**src/rtl/mux2_rr_arbiter.sv**
```systemverilog
// Round-robin burst arbiter for a shared 2:1 mux, feeding a one-entry
// registered output stage with valid/ready backpressure.
module mux2_rr_arbiter #(
  parameter int WIDTH     = 8,
  parameter int MAX_BEATS = 16
) (
  input  logic             clk,
  input  logic             reset,
  input  logic             req0,
  input  logic [WIDTH-1:0] in0,
  input  logic             valid0,
  input  logic             last0,
  output logic             ready0,
  output logic             gnt0,
  input  logic             req1,
  input  logic [WIDTH-1:0] in1,
  input  logic             valid1,
  input  logic             last1,
  output logic             ready1,
  output logic             gnt1,
  output logic             sel,
  output logic             out_valid,
  output logic [WIDTH-1:0] out_data,
  output logic             out_last,
  output logic             out_src,
  input  logic             out_ready
);

  localparam int CNT_W = $clog2(MAX_BEATS + 1);
  localparam logic [CNT_W-1:0] CNT_END = CNT_W'(MAX_BEATS - 1);

  typedef enum logic [1:0] {
    IDLE  = 2'd0,
    BUSY0 = 2'd1,
    BUSY1 = 2'd2
  } state_t;

  state_t           state;
  logic             prio;
  logic [CNT_W-1:0] beat_cnt;

  logic             stage_open;
  logic             cur_valid;
  logic             cur_last;
  logic [WIDTH-1:0] cur_data;
  logic             xfer;
  logic             beat_last;

  // A burst ends on the producer's last flag or when it reaches MAX_BEATS.
  function automatic logic end_of_burst(input logic flag, input logic [CNT_W-1:0] cnt);
    return flag | (cnt == CNT_END);
  endfunction

  assign gnt0       = (state == BUSY0);
  assign gnt1       = (state == BUSY1);
  assign sel        = gnt1;
  assign stage_open = ~out_valid | out_ready;
  assign ready0     = gnt0 & stage_open;
  assign ready1     = gnt1 & stage_open;

  assign cur_valid  = sel ? valid1 : valid0;
  assign cur_last   = sel ? last1  : last0;
  assign cur_data   = sel ? in1    : in0;
  assign xfer       = (gnt0 | gnt1) & cur_valid & stage_open;
  assign beat_last  = end_of_burst(cur_last, beat_cnt);

  // Arbitration and output stage: grant is registered, so req never reaches gnt combinationally.
  always_ff @(posedge clk) begin
    if (!reset) begin
      state     <= IDLE;
      prio      <= 1'b0;
      beat_cnt  <= '0;
      out_valid <= 1'b0;
      out_data  <= '0;
      out_last  <= 1'b0;
      out_src   <= 1'b0;
    end else begin
      case (state)
        IDLE: begin
          if (req0 && req1) state <= prio ? BUSY1 : BUSY0;
          else if (req0)    state <= BUSY0;
          else if (req1)    state <= BUSY1;
        end
        BUSY0, BUSY1: begin
          if (xfer) begin
            if (beat_last) begin
              state    <= IDLE;
              prio     <= ~sel;
              beat_cnt <= '0;
            end else begin
              beat_cnt <= beat_cnt + CNT_W'(1);
            end
          end
        end
        default: state <= IDLE;
      endcase

      if (xfer) begin
        out_valid <= 1'b1;
        out_data  <= cur_data;
        out_last  <= beat_last;
        out_src   <= sel;
      end else if (out_ready) begin
        out_valid <= 1'b0;
      end
    end
  end

endmodule
```
**config.mk**
```make
export PLATFORM = sky130hd
export DESIGN_NAME = mux2_rr_arbiter
export DESIGN_NICKNAME = d
export VERILOG_FILES = /design/src/rtl/mux2_rr_arbiter.sv
export SDC_FILE = /design/constraint.sdc
export NUM_CORES = 1
export LEC_CHECK = 0
export CELL_PAD_IN_SITES_DETAIL_PLACEMENT = 1
export CELL_PAD_IN_SITES_GLOBAL_PLACEMENT = 1
export CORE_MARGIN = 5
export CORE_UTILIZATION = 30
export DETAILED_ROUTE_END_ITERATION = 16
export PLACE_DENSITY_LB_ADDON = 0.05
export SYNTH_ARGS = -nofsm -noshare
export SYNTH_HDL_FRONTEND = slang
export SYNTH_SLANG_ARGS = --single-unit
```
**constraint.sdc**
```tcl
create_clock -name clk -period 4.1 [get_ports clk]
set_input_delay 0.82 -clock clk [delete_from_list [all_inputs] [get_ports clk]]
set_output_delay 0.82 -clock clk [all_outputs]
set_load 0.03 [all_outputs]
```
==> impl_metrics.ini <==
[setup_path]
cp.arrival_ps = 2360
end_kind = output port
crit_required_ps = 3280
critical_path.max_stage_delay_ps = 660
path_cells = clkdlybuf4s50_1 -> nand2b_1 -> and2_1 -> clkdlybuf4s50_1
crit_path_top_delay_cell = clkdlybuf4s50_1
rrSetupSlack_ps = 2010
timing.critical_path.max_delay_family = buffers and inverters
crit_buf_inv = 2
critPathKind = input port to output port
critPathMostFrequentCell = clkdlybuf4s50_1
worstReg2RegStart = state[0]
start_kind = input port
worst-path-max-fanout = 8
ff2ff_path_depth = 8
reg2reg_to = out_data[0]

[clock_tree]
cts_sinks = 19
cts_resized = 0
h-tree-depth = 1
clk_pin_slew_ps = 110
ctsRootBufferMaster = clkbuf_4
numCtsBuffers = 3
cts_setup_buffers = 0
cts_buffer_depth = 2
tritoncts = built
cts_hold_buf = 0
worstSkewPairLatency_ps = 300

[power]
power_leakage_nw = 0.5176
switching_power_mw = 0.4894
p_clk_share_pct = 9.2
combinationalPowerShare_pct = 63.7
power.share.switching_pct = 45.80
p_per_area_nw_per_um2 = 747.7
power_frac_seq_pct = 27.1
power.internal_mw = 0.5790
max-vdd-ir-drop_v = 0.0002680

[die]
fp.coreArea_um2 = 3078
num_rows = 20
die_w_um = 66.67
initial_core_util_pct = 31.30
die_area_um2 = 4445
io_pins = 41
die_h_um = 66.67

[synthesis]
async_flop_share_pct = 0
ys_ff_latch = 19
synth_edf_count = 0
synthTopCellsByArea = dfxtp_1 (39%), mux2i_1 (10%), ha_1 (6.5%)
ys_top_cells_by_count = dfxtp_1 (19), nor2_1 (12), mux2i_1 (10), nand2_1 (10), a211oi_1 (8)
yosysWarnings = 0
synth_nets = 138
netlist_area_um2 = 963.4
yosysSeqAreaShare_pct = 39.48
synth.most_common_cell = dfxtp_1
synth_cells = 108
ys_types = 29
synth_largest_area_cell = dfxtp_1
avgSynthCellArea_um2 = 8.921
synth_ff_type = dfxtp_1
synth_top_area_share_pct = 39.48

[finish]
n_fill_cell = 384
layout.area.seq_um2 = 380.4
layout-drive-gt1-share_pct = 6.081
nNetsFinal = 179
final_area_um2 = 1429
multiInputGateArea_um2 = 536.8
num_antenna_cells = 0
syn_to_final_growth_pct = 48.31

[grt]
grt_pass1_wl_um = 4498
antenna_found_initial = 0
grt_max_degree = 17
grt_overflow = 0
grt_pass1_vias = 949
grt_use_total_pct = 13.42

[drt]
first_pass_iters = 4
antenna_left = 0
avgViaCountPerCell = 4.802
dr.first_iter.drc_count = 32
drc = 0
post_drt_wl_per_cell_um = 14.04
wl_um = 2696
vias = 922

[timing]
fin_crit_ps = 3183
fmax_mhz = 314.2
tns_ps = 0
relSlewSlack_pct = 66.44
rsz0062_at_grt = false
fin_worst_skew_ps = 4.168
finalSetupViolations = 0
slew_viol_final = 0
min_period_over_period_pct = 77.64
hold_violations = 0
tightest_slew_ps = 502.9

[run_status]
status = finished, final reports clean

[hold_path]
hold_end = beat_cnt[4]
min_path_cells = 2
hold_path.class = flop to flop
min_from = beat_cnt[4]

[placement]
dp.final_hpwl_um = 2076
placed_area_um2 = 1403
gp_congestion = 0.7265
io_buffers = 40

[run]
max_cap_viol_count = 0
[worst reg2reg max path, delay by kind of cell (launching register included)]
family	cells	cell delay [ps]
multiplexers	1	250
flip-flops	1	380
AO/OA/AOI/OAI	1	200
AND/OR/NAND/NOR	2	440
buffers and inverters	3	540
adder cells (fa/ha/maj)	1	190
[routing by layer]
metal | share of wire (%) | wire, um | vias up | GRT usage [%]
li1 | - | - | 463 | -
met1 | 43 | 1147 | 428 | 14.90
met2 | 50 | 1335 | 27 | 24.63
met3 | 7.0 | 188 | 4 | 4.722
met4 | 0.89 | 24 | 0 | 2.284
met5 | 0 | 0 | - | 0
[power by group through the flow]
stage | clock (mW) | combinational (mW) | sequential (mW)
4_1_cts | 0.106 | 0.688 | 0.292
3_3_place_gp | 0 | 0.672 | 0.291
6_report | 0.0980 | 0.680 | 0.290
3_5_place_dp | 0 | 0.684 | 0.295
2_1_floorplan | 0 | 0.357 | 0.389
5_1_grt | 0.114 | 0.736 | 0.300
[state kept, by name, summed over array words and instances (netlist names)]
name,flops
beat_cnt,5
out_src,1
out_data,8
out_last,1
prio,1
out_valid,1
state,2
[layout make-up]
cell class | instances | share of cell area [%]
tap | 44 | 3.853
clock buffer | 4 | 1.839
inverter | 4 | 1.051
sequential | 19 | 26.62
timing repair buffer | 42 | 29.07
multi-input combinational | 79 | 37.57
[how the worst max path moves through the flow]
stage               startpoint     end  depth (start not counted)
floorplan             state[0]  ready1                          4
detailed placement   out_ready  ready1                          4
finish               out_ready  ready1                          4
global route         out_ready  ready0                          4
CTS                  out_ready  ready1                          4
global placement     out_ready  ready0                          4
[metrics by stage]
| step | hold slack, ps | utilization (%) | setup WS (ps) | cells | total power, mW |
|---|---|---|---|---|---|
| 5_1_grt | 495.8 | 46.42 | 864.8 | 192 | 1.150 |
| 4_1_cts | 473.8 | 46.42 | 911.4 | 192 | 1.086 |
| 3_5_place_dp | 454.3 | 45.57 | 929.2 | 188 | 0.9795 |
| 2_1_floorplan | 431.9 | - | 1650 | 108 | 0.7457 |
| 3_3_place_gp | 440.9 | 45.57 | 948.5 | 188 | 0.9629 |
| 6_report | 472.3 | 46.42 | 917.0 | 192 | 1.068 |
[cell usage in the layout (no fill, tap or decap), drive strengths merged]
cell type      synthesis  routed
a211oi                 8       8
a21oi                  7       7
a22oi                  1       1
a311oi                 1       1
a32o                   1       1
and2                   2       2
and3                   3       3
buf                    4       2
clkbuf                 2       4
clkdlybuf4s50          0      40
dfxtp                 19      19
ha                     5       5
inv                    4       4
mux2                   2       2
mux2i                 10      10
nand2                 10      10
nand2b                 1       1
nand3                  5       5
nand4                  1       1
nor2                  12      12
nor3                   1       1
nor3b                  1       1
o2111ai                1       1
o21ai                  3       3
o2bb2ai                1       1
or2                    1       1
or3                    2       2
[kinds of logic (layout without fill, tap and decap cells)]
logic type	Yosys count	in the layout	synth area share, %
simple gates	39	39	19.74
compound gates	23	23	15.97
flops	19	19	39.48
mux	12	12	13.51
buf+inv	10	50	4.804
fa+ha+maj	5	5	6.494
Power figures use the tool's default switching activity.
